### src/rtl/action_collector.sv
`default_nettype none
// ============================================================================
// Module   : action_collector
// Purpose  : Gathers one lookup result per input into per-input slots, closes
//            the round when every slot is filled or the timeout expires, then
//            picks the winning matching action by priority and presents it on
//            a valid/ready output register.
// Revision : 1.0 - initial release
// ============================================================================
module action_collector #(
  parameter int         C_NUM_INPUTS       = 4,
  parameter int         C_OUT_PORT_WIDTH   = 8,
  parameter int         C_MATCH_ADDR_WIDTH = 10,
  parameter int         C_TIMEOUT          = 16,
  parameter logic [1:0] C_MISS_TYPE        = 2'b00
) (
  input  logic                                       clk,
  input  logic                                       reset,
  input  logic [C_NUM_INPUTS-1:0]                    in_valid,
  input  logic [2*C_NUM_INPUTS-1:0]                  in_atype,
  input  logic [C_OUT_PORT_WIDTH*C_NUM_INPUTS-1:0]   in_port,
  input  logic [C_OUT_PORT_WIDTH*C_NUM_INPUTS-1:0]   in_vport,
  input  logic [C_NUM_INPUTS-1:0]                    in_match,
  input  logic [C_MATCH_ADDR_WIDTH*C_NUM_INPUTS-1:0] in_match_addr,
  input  logic                                       prio_mode,
  output logic                                       out_valid,
  input  logic                                       out_ready,
  output logic [1:0]                                 out_atype,
  output logic [C_OUT_PORT_WIDTH-1:0]                out_port,
  output logic [C_OUT_PORT_WIDTH-1:0]                out_vport,
  output logic                                       out_match,
  output logic [C_MATCH_ADDR_WIDTH-1:0]              out_match_addr,
  output logic                                       out_timeout,
  output logic [15:0]                                timeout_count,
  output logic [15:0]                                overflow_count
);

  localparam int N  = C_NUM_INPUTS;
  localparam int W  = C_OUT_PORT_WIDTH;
  localparam int A  = C_MATCH_ADDR_WIDTH;
  localparam int TW = (C_TIMEOUT > 1) ? $clog2(C_TIMEOUT) : 1;
  // Timer value seen in the last open cycle; the round closes on the next edge.
  localparam logic [TW-1:0] T_LAST = TW'((C_TIMEOUT > 0) ? (C_TIMEOUT - 1) : 0);

  typedef enum logic [1:0] {S_IDLE = 2'd0, S_COLLECT = 2'd1, S_DONE = 2'd2} state_t;

  state_t         state_q, state_d;
  logic [N-1:0]   filled_q, filled_d;
  logic [TW-1:0]  timer_q, timer_d;
  logic           timed_out_q, timed_out_d;
  logic [1:0]     slot_atype_q [N];
  logic [1:0]     slot_atype_d [N];
  logic [W-1:0]   slot_port_q  [N];
  logic [W-1:0]   slot_port_d  [N];
  logic [W-1:0]   slot_vport_q [N];
  logic [W-1:0]   slot_vport_d [N];
  logic [N-1:0]   slot_match_q, slot_match_d;
  logic [A-1:0]   slot_addr_q  [N];
  logic [A-1:0]   slot_addr_d  [N];

  logic           out_valid_q, out_valid_d;
  logic [1:0]     out_atype_q, out_atype_d;
  logic [W-1:0]   out_port_q, out_port_d;
  logic [W-1:0]   out_vport_q, out_vport_d;
  logic           out_match_q, out_match_d;
  logic [A-1:0]   out_addr_q, out_addr_d;
  logic           out_timeout_q, out_timeout_d;
  logic [15:0]    timeout_cnt_q, timeout_cnt_d;
  logic [15:0]    overflow_cnt_q, overflow_cnt_d;

  logic           sel_found;
  logic [1:0]     sel_atype;
  logic [W-1:0]   sel_port;
  logic [W-1:0]   sel_vport;
  logic [A-1:0]   sel_addr;
  logic           transfer;
  logic [N-1:0]   base_filled;
  logic [N-1:0]   accept;
  logic [N-1:0]   new_filled;
  state_t         eval_state;

  // Priority pick: low mode keeps the first hit, high mode lets later hits overwrite.
  always_comb begin
    sel_found = 1'b0;
    sel_atype = C_MISS_TYPE;
    sel_port  = '0;
    sel_vport = '0;
    sel_addr  = '0;
    for (int i = 0; i < N; i++) begin
      if (filled_q[i] && slot_match_q[i] && (prio_mode || !sel_found)) begin
        sel_found = 1'b1;
        sel_atype = slot_atype_q[i];
        sel_port  = slot_port_q[i];
        sel_vport = slot_vport_q[i];
        sel_addr  = slot_addr_q[i];
      end
    end
  end

  // Slot fill, round state machine, output register and event counters.
  always_comb begin
    state_d        = state_q;
    filled_d       = filled_q;
    timer_d        = timer_q;
    timed_out_d    = timed_out_q;
    slot_atype_d   = slot_atype_q;
    slot_port_d    = slot_port_q;
    slot_vport_d   = slot_vport_q;
    slot_match_d   = slot_match_q;
    slot_addr_d    = slot_addr_q;
    out_valid_d    = out_valid_q;
    out_atype_d    = out_atype_q;
    out_port_d     = out_port_q;
    out_vport_d    = out_vport_q;
    out_match_d    = out_match_q;
    out_addr_d     = out_addr_q;
    out_timeout_d  = out_timeout_q;
    timeout_cnt_d  = timeout_cnt_q;
    overflow_cnt_d = overflow_cnt_q;

    // A closed round moves out whenever the output register is empty or draining.
    transfer = (state_q == S_DONE) && (!out_valid_q || out_ready);

    if (out_valid_q && out_ready) begin
      out_valid_d = 1'b0;
    end
    if (transfer) begin
      out_valid_d   = 1'b1;
      out_atype_d   = sel_atype;
      out_port_d    = sel_port;
      out_vport_d   = sel_vport;
      out_match_d   = sel_found;
      out_addr_d    = sel_addr;
      out_timeout_d = timed_out_q;
    end

    // On transfer the slots empty in the same cycle, so fresh strobes start a new round.
    base_filled = transfer ? '0 : filled_q;
    accept      = in_valid & ~base_filled;
    new_filled  = base_filled | accept;
    filled_d    = new_filled;

    if (|(in_valid & base_filled) && (overflow_cnt_q != 16'hFFFF)) begin
      overflow_cnt_d = overflow_cnt_q + 16'd1;
    end

    for (int i = 0; i < N; i++) begin
      if (accept[i]) begin
        slot_atype_d[i] = in_atype[2*i +: 2];
        slot_port_d[i]  = in_port[W*i +: W];
        slot_vport_d[i] = in_vport[W*i +: W];
        slot_match_d[i] = in_match[i];
        slot_addr_d[i]  = in_match_addr[A*i +: A];
      end
    end

    eval_state = transfer ? S_IDLE : state_q;
    case (eval_state)
      S_IDLE: begin
        state_d     = S_IDLE;
        timed_out_d = 1'b0;
        if (&new_filled) begin
          state_d = S_DONE;
        end else if (|new_filled) begin
          state_d = S_COLLECT;
          timer_d = '0;
        end
      end
      S_COLLECT: begin
        // A round that completes on the expiry cycle is a normal completion.
        if (&new_filled) begin
          state_d = S_DONE;
        end else if ((C_TIMEOUT > 0) && (timer_q == T_LAST)) begin
          state_d     = S_DONE;
          timed_out_d = 1'b1;
          if (timeout_cnt_q != 16'hFFFF) begin
            timeout_cnt_d = timeout_cnt_q + 16'd1;
          end
        end else begin
          timer_d = timer_q + TW'(1);
        end
      end
      default: begin
        state_d = S_DONE;
      end
    endcase
  end

  // State and data registers with asynchronous active-low clear.
  always_ff @(posedge clk or negedge reset) begin
    if (!reset) begin
      state_q        <= S_IDLE;
      filled_q       <= '0;
      timer_q        <= '0;
      timed_out_q    <= 1'b0;
      slot_match_q   <= '0;
      for (int i = 0; i < N; i++) begin
        slot_atype_q[i] <= '0;
        slot_port_q[i]  <= '0;
        slot_vport_q[i] <= '0;
        slot_addr_q[i]  <= '0;
      end
      out_valid_q    <= 1'b0;
      out_atype_q    <= '0;
      out_port_q     <= '0;
      out_vport_q    <= '0;
      out_match_q    <= 1'b0;
      out_addr_q     <= '0;
      out_timeout_q  <= 1'b0;
      timeout_cnt_q  <= '0;
      overflow_cnt_q <= '0;
    end else begin
      state_q        <= state_d;
      filled_q       <= filled_d;
      timer_q        <= timer_d;
      timed_out_q    <= timed_out_d;
      slot_match_q   <= slot_match_d;
      for (int i = 0; i < N; i++) begin
        slot_atype_q[i] <= slot_atype_d[i];
        slot_port_q[i]  <= slot_port_d[i];
        slot_vport_q[i] <= slot_vport_d[i];
        slot_addr_q[i]  <= slot_addr_d[i];
      end
      out_valid_q    <= out_valid_d;
      out_atype_q    <= out_atype_d;
      out_port_q     <= out_port_d;
      out_vport_q    <= out_vport_d;
      out_match_q    <= out_match_d;
      out_addr_q     <= out_addr_d;
      out_timeout_q  <= out_timeout_d;
      timeout_cnt_q  <= timeout_cnt_d;
      overflow_cnt_q <= overflow_cnt_d;
    end
  end

  assign out_valid      = out_valid_q;
  assign out_atype      = out_atype_q;
  assign out_port       = out_port_q;
  assign out_vport      = out_vport_q;
  assign out_match      = out_match_q;
  assign out_match_addr = out_addr_q;
  assign out_timeout    = out_timeout_q;
  assign timeout_count  = timeout_cnt_q;
  assign overflow_count = overflow_cnt_q;

endmodule
`default_nettype wire

### config.mk
export PLATFORM = sky130hd
export DESIGN_NAME = action_collector
export DESIGN_NICKNAME = d
export VERILOG_FILES = /design/src/rtl/action_collector.sv
export SDC_FILE = /design/constraint.sdc
export NUM_CORES = 1
export LEC_CHECK = 0
export CORE_ASPECT_RATIO = 1.75
export CORE_UTILIZATION = 54
export DETAILED_ROUTE_END_ITERATION = 10
export PLACE_DENSITY = 0.89
export SETUP_SLACK_MARGIN = 0.15
export SYNTH_ARGS = -nofsm -noshare
export SYNTH_HDL_FRONTEND = slang
export SYNTH_SLANG_ARGS = --single-unit
export TNS_END_PERCENT = 5
### constraint.sdc
create_clock -name clk -period 3.1 [get_ports clk]
set_input_delay 0.465 -clock clk [delete_from_list [all_inputs] [get_ports clk]]
set_output_delay 0.465 -clock clk [all_outputs]
set_load 0.01 [all_outputs]
---- Yosys cells after proc, flatten, opt, wreduce, memory -nomap -nowiden ----
Cells that the tools add are included.
storage, ports and cells
  register bits ........................... 190
  latch bits .............................. 0
  memories ................................ 0
  memory bits (read-only) ................. 0
  bits in writable memories ............... 0
operators by class
  bitwise gates (word level) .............. 5
  mux-type cells .......................... 37
  magnitude comparators ................... 0
  reductions and logical operators ........ 27
  equality and inequality tests ........... 11
  div/mod/pow operators ................... 0
  add/sub/neg operators ................... 3
  shift operators ......................... 0
  multipliers ............................. 0
operators with widths
  operator                 number
  $mux W8                  8
  $mux W10                 4
  $add A16 B1 Y16 const B  2
  $ne A16 B16 Y1 const B   2
  $mux W4                  5
  $mux W2                  8
  $logic_and A1 B1 Y1      10
  $ne A2 B2 Y1 const B     5
  $mux W1                  9
  $and A4 B4 Y4            2
  $pmux W4 S2              1
  $reduce_and A4 Y1        2
  $reduce_or A4 Y1         2
  $reduce_and A5 Y1        1
  $add A4 B1 Y4 const B    1
  $eq A4 B4 Y1 const B     1
  $logic_not A1 Y1         4
  $logic_or A1 B1 Y1       4
  $not A4 Y4               1
  $or A4 B4 Y4             1
  $pmux W2 S2              1
  $reduce_bool A2 Y1       2
  $ne A3 B3 Y1 const B     1
  $reduce_and A3 Y1        1
  other kinds (5)          5

---- Logic depth before layout (Yosys ltp) ----
  depth after elaboration ................. 14
  mapped depth ............................ 9

---- Worst setup path after synthesis ----
OpenSTA, ideal clock, no wires.
  path type ............................... input port to flip-flop
  from .................................... in out_ready
  to ...................................... reg slot_atype_q[4] (netlist name)
  stages on the path ...................... 8
  path buffers ............................ 4
  data arrival time ....................... 1.827 ns
  library setup time ...................... 0.127 ns
  required time ........................... 2.973 ns
  path slack .............................. 1.145 ns
  cell sequence ........................... nand2b_1 -> buf_4 -> and2_1 -> buf_2 -> o21ai_1 -> buf_2 -> buf_6 -> mux2_1
on the way
  cells in the longest elaborated chain, start to end .. 5
RTL lines
  item                           line  source
  start, declared                27    input logic out_ready,
  $logic_or A1 B1 Y1             122   transfer = (state_q == S_DONE) && (!out_valid_q || out_ready);
  $logic_and A1 B1 Y1            122
  $mux W4                        138   base_filled = transfer ? '0 : filled_q;
  $not A4 Y4                     139   accept = in_valid & ~base_filled;
  $and A4 B4 Y4                  139
  end signal, assigned by index  219   slot_atype_q[i] <= slot_atype_d[i];
  end, declared                  51    logic [1:0] slot_atype_q [N];
Every way passes these cells.
A chain may end at the register's enable or synchronous reset.

---- Worst setup path after layout ----
  from .................................... in out_ready
  to ...................................... reg timeout_cnt_q[1] (netlist: timeout_count[1])
on the way
  cells in the longest elaborated chain, start to end .. 9
  elaborated cells on any way between the ends .. 11
  those cells by class .................... eq/ne (1); mux (2); bitwise (4); reduce/logical (4)
RTL lines
  item                                  line  source
  $logic_or A1 B1 Y1 *                  122
  $logic_and A1 B1 Y1 *                 122
  $mux W4                               138
  $not A4 Y4                            139
  $and A4 B4 Y4                         139
  $or A4 B4 Y4                          140   new_filled = base_filled | accept;
  $reduce_and A4 Y1                     171   if (&new_filled) begin
  $not A1 Y1 (no source line)           n/a
  $reduce_and A4 Y1 (no source line) *  n/a
  end signal, assigned                  231   timeout_cnt_q <= timeout_cnt_d;
  end, declared                         68    logic [15:0] timeout_cnt_q, timeout_cnt_d;
Mark *: on every way between the ends. The rest lies on a longest branch, timed or not.

==> flow_summary_export.csv <==
group,metric,value,unit
placement,portBuffers,186,
sta,timing.final.setup_violations,0,
sta,rsz0062_at_grt,"false",
power_and_ir_drop,power_density,997,nW/um2
critical_path,criticalPathCategory,"primary input to flop",
critical_path,cp-end-kind,"flop",
floorplan,rows,59,
layout,drive_gt1_share,7.33,%
cts,htreeDepth,4,
cts,cts.sinks,190,
sta,period_share,79.1,%
placement,place_area,10300,um2
sta,fin_hold_ws,0.493,ns
cts,clock_path_buffers,2,
synthesis,async_reset_ff_share,100,%
floorplan,num_io_pins,187,
cts,numCtsBuffers,17,
sta,finClkSkew,0.00970,ns
grt,grt_pass1_wl,36000,um
cts,cts_tree,"built",
layout,final_cell_mix,"dfrtp_1, clkdlybuf4s50_1, mux2_1, a21oi_1, nor2_1",
power_and_ir_drop,finalPower,10900,uW
synthesis,synth_area,8290,um2
synthesis,syn_nets,792,
sta,slew-limit-headroom,36.8,%
synthesis,synth_cell_type_count,54,
critical_path,critical-path-slowest-cell,"nor3_2",
floorplan,die_x,95.7,um
detailed_routing,drt_iter0_drc,368,
power_and_ir_drop,comb_power_share,39.3,%
synthesis,avgSynthCellArea,12.5,um2
grt,grt_util_met1,33.8,%
synthesis,synthFlopType,"dfrtp_1",
grt,antenna_found_initial,2,
synthesis,yosys-top-cells-area,"dfrtp_1, mux2_1, a21oi_1",
critical_path,crit_required,3.41,ns
detailed_routing,ant_nets,0,
floorplan,fp.dieH,166,um
synthesis,synthCells,665,
layout,layout.nets,973,
power_and_ir_drop,p_leak,0.00454,uW
detailed_routing,via_count,6340,
grt,grt_pass1_vias,6765,
status,status,"finished clean",
grt,grtUsageTotal,30.1,%
detailed_routing,drc,0,
cts,clockRootBuffer,"clkbuf_16",
synthesis,synth_edf_count,0,
floorplan,initial_utilization,55.6,%
placement,gp_congestion,0.867,
detailed_routing,post_drt_wl_per_cell,21.5,um
grt,use_met3,5.82,%
sta,hold_viol,0,
floorplan,dieArea,15900,um2
sta,worstMarginPinSlew,0.948,ns
layout,final_common_cell,"dfrtp_1",
synthesis,yosysTopAreaCell,"dfrtp_1",
power_and_ir_drop,swShare,36.3,%
critical_path,timing.critical_path.slowest_cell_delay,0.63,ns
detailed_routing,drt_pass1_iterations,5,
synthesis,synth_top_area_share,57.3,%
synthesis,ys_ff_latch,190,
critical_path,cp_max_fo,12,
power_and_ir_drop,pwr-share-clk,21.0,%
floorplan,core_area,14900,um2
sta,max_freq,0.408,GHz
sta,maxSlewViolCount,0,
worst_hold_path,worstHoldPathType,"flop to flop",
power_and_ir_drop,p_int,6960,uW
placement,post-dp-hpwl,16300,um
cts,cts_setup_buffers,0,
power_and_ir_drop,p_switching,3970,uW
detailed_routing,routed_wl,22500,um
layout,finalInstanceArea,11000,um2
critical_path,arrival,2.76,ns
grt,grt_overflow_total,0,
detailed_routing,viasPerCell,6.07,
grt,grt_max_degree,100,
run,maxCapViolCount,0,
cts,clock_latency,0.42,ns
synthesis,synth_warnings,0,
critical_path,critPathLaunchType,"primary input",
grt,grt_use_met2,52.3,%
grt,top_usage_layer,"met2",
critical_path,path_cells,"clkdlybuf4s50_1 > nand2b_1 > a21oi_1 > o22ai_2 > nor3_2 > nor2_1 > mux2_1",
layout,area_growth,32.2,%
power_and_ir_drop,ir_drop,0.652,mV
power_and_ir_drop,pwr-share-seq,39.7,%
synthesis,ys_seq_area_share,57.3,%
sta,setup_tns,0,ns
cts,clk_pin_slew,0.07,ns
sta,fin_crit,2.45,ns
==> cell usage after synthesis, types with 2 or more instances <==
library cell and count:
nor2_1 41, a211o_1 2, nor3b_1 2, o21ai_2 2, mux2_1 118, clkbuf_1 14, a221o_1 29, a22oi_1 2
nand4_1 9, a21oi_2 3, a21oi_1 62, nand3_1 17, ha_1 3, or4_1 3, inv_1 8, nor3_1 8
nand2_1 24, mux2i_1 2, buf_2 20, xnor2_1 17, dfrtp_1 190, or2_2 2, and2_1 3, and3_1 11
nand2b_1 2, a31oi_1 3, o21ai_1 2, o211ai_1 29, o211a_1 2, buf_6 2, xor2_1 10
==> per-stage QoR <==
stage          worst slack (ns)  utilization [%]  instances
5_1_grt                   0.503             73.5       1044
6_report                  0.648             73.5       1044
2_1_floorplan              1.15                -        665
4_1_cts                   0.680             73.5       1042
3_5_place_dp              0.247             69.2       1009
3_3_place_gp              0.378             69.2       1009
==> path summary, 6_finish.rpt <==
kind / start / endpoint / slack (ns) / cells past startpoint
min in group asynchronous: reset / slot_addr_q[6] / 0.57 / 2
setup / recovery: out_ready / timeout_count[1] / 0.65 / 7
hold reg to reg: slot_addr_q[10] / slot_addr_q[10] / 0.49 / 1
setup reg to reg: out_valid / timeout_count[1] / 0.79 / 6
max in group asynchronous: reset / slot_match_q[1] / 1.63 / 3
hold / removal: slot_addr_q[10] / slot_addr_q[10] / 0.49 / 1
==> logic make-up (layout without fill, tap and decap cells) <==
logic type,Yosys count,count (layout),synth area share (%)
simple gates,135,135,8.37
other cells,0,2,0
flops,190,190,57.3
compound gates,143,143,12.1
mux,120,120,16.3
fa+ha+maj,3,3,0.453
xor+xnor,27,27,2.85
buf+inv,47,241,2.65
==> power groups by stage <==
| stage | clock network [uW] | registers (uW) | logic (uW) |
|---|---|---|---|
| floorplan | 0 | 4210 | 2690 |
| global placement | 0 | 4230 | 4000 |
| detailed placement | 0 | 4330 | 4220 |
| CTS | 2320 | 4310 | 4300 |
| global route | 2420 | 4440 | 4650 |
| finish | 2300 | 4330 | 4300 |
==> layout make-up <==
type / count / area, um2
sequential: 190 / 4750
timing repair buffer: 200 / 1980
tap: 183 / 229
inverter: 9 / 33.8
multi-input combinational: 428 / 3330
antenna: 2 / 5.00
clock inverter: 13 / 180
fill: 959 / 3950
clock buffer: 19 / 443
==> flip-flops by register name, indices dropped and copies added (netlist names), 8 cells and up <==
| name | count |
|---|---|
| out_vport | 8 |
| slot_addr_q | 40 |
| out_match_addr | 10 |
| slot_vport_q | 32 |
| slot_port_q | 32 |
| out_port | 8 |
| timeout_count | 16 |
| slot_atype_q | 8 |
| overflow_count | 16 |
==> critical path: cells and delay by family <==
kind	cells	cell delay, ns
mux	1	0.35
buf+inv	1	0.38
compound gates	2	0.44
simple gates	3	1.12
==> metal layers <==
layer | wire length (um) | vias up | share of wire, %
met4 | 1180 | 0 | 5.3
met2 | 12000 | 277 | 54
li1 | - | 2789 | -
met3 | 1150 | 78 | 5.1
met5 | 0 | - | 0
met1 | 8110 | 3196 | 36
==> timing repair <==
action,4_1_cts,5_1_grt
hold buffers,1,0
gates resized for setup,0,0
endpoints found under the hold margin,7,0
No activity file was read; power rests on OpenSTA's default activity.
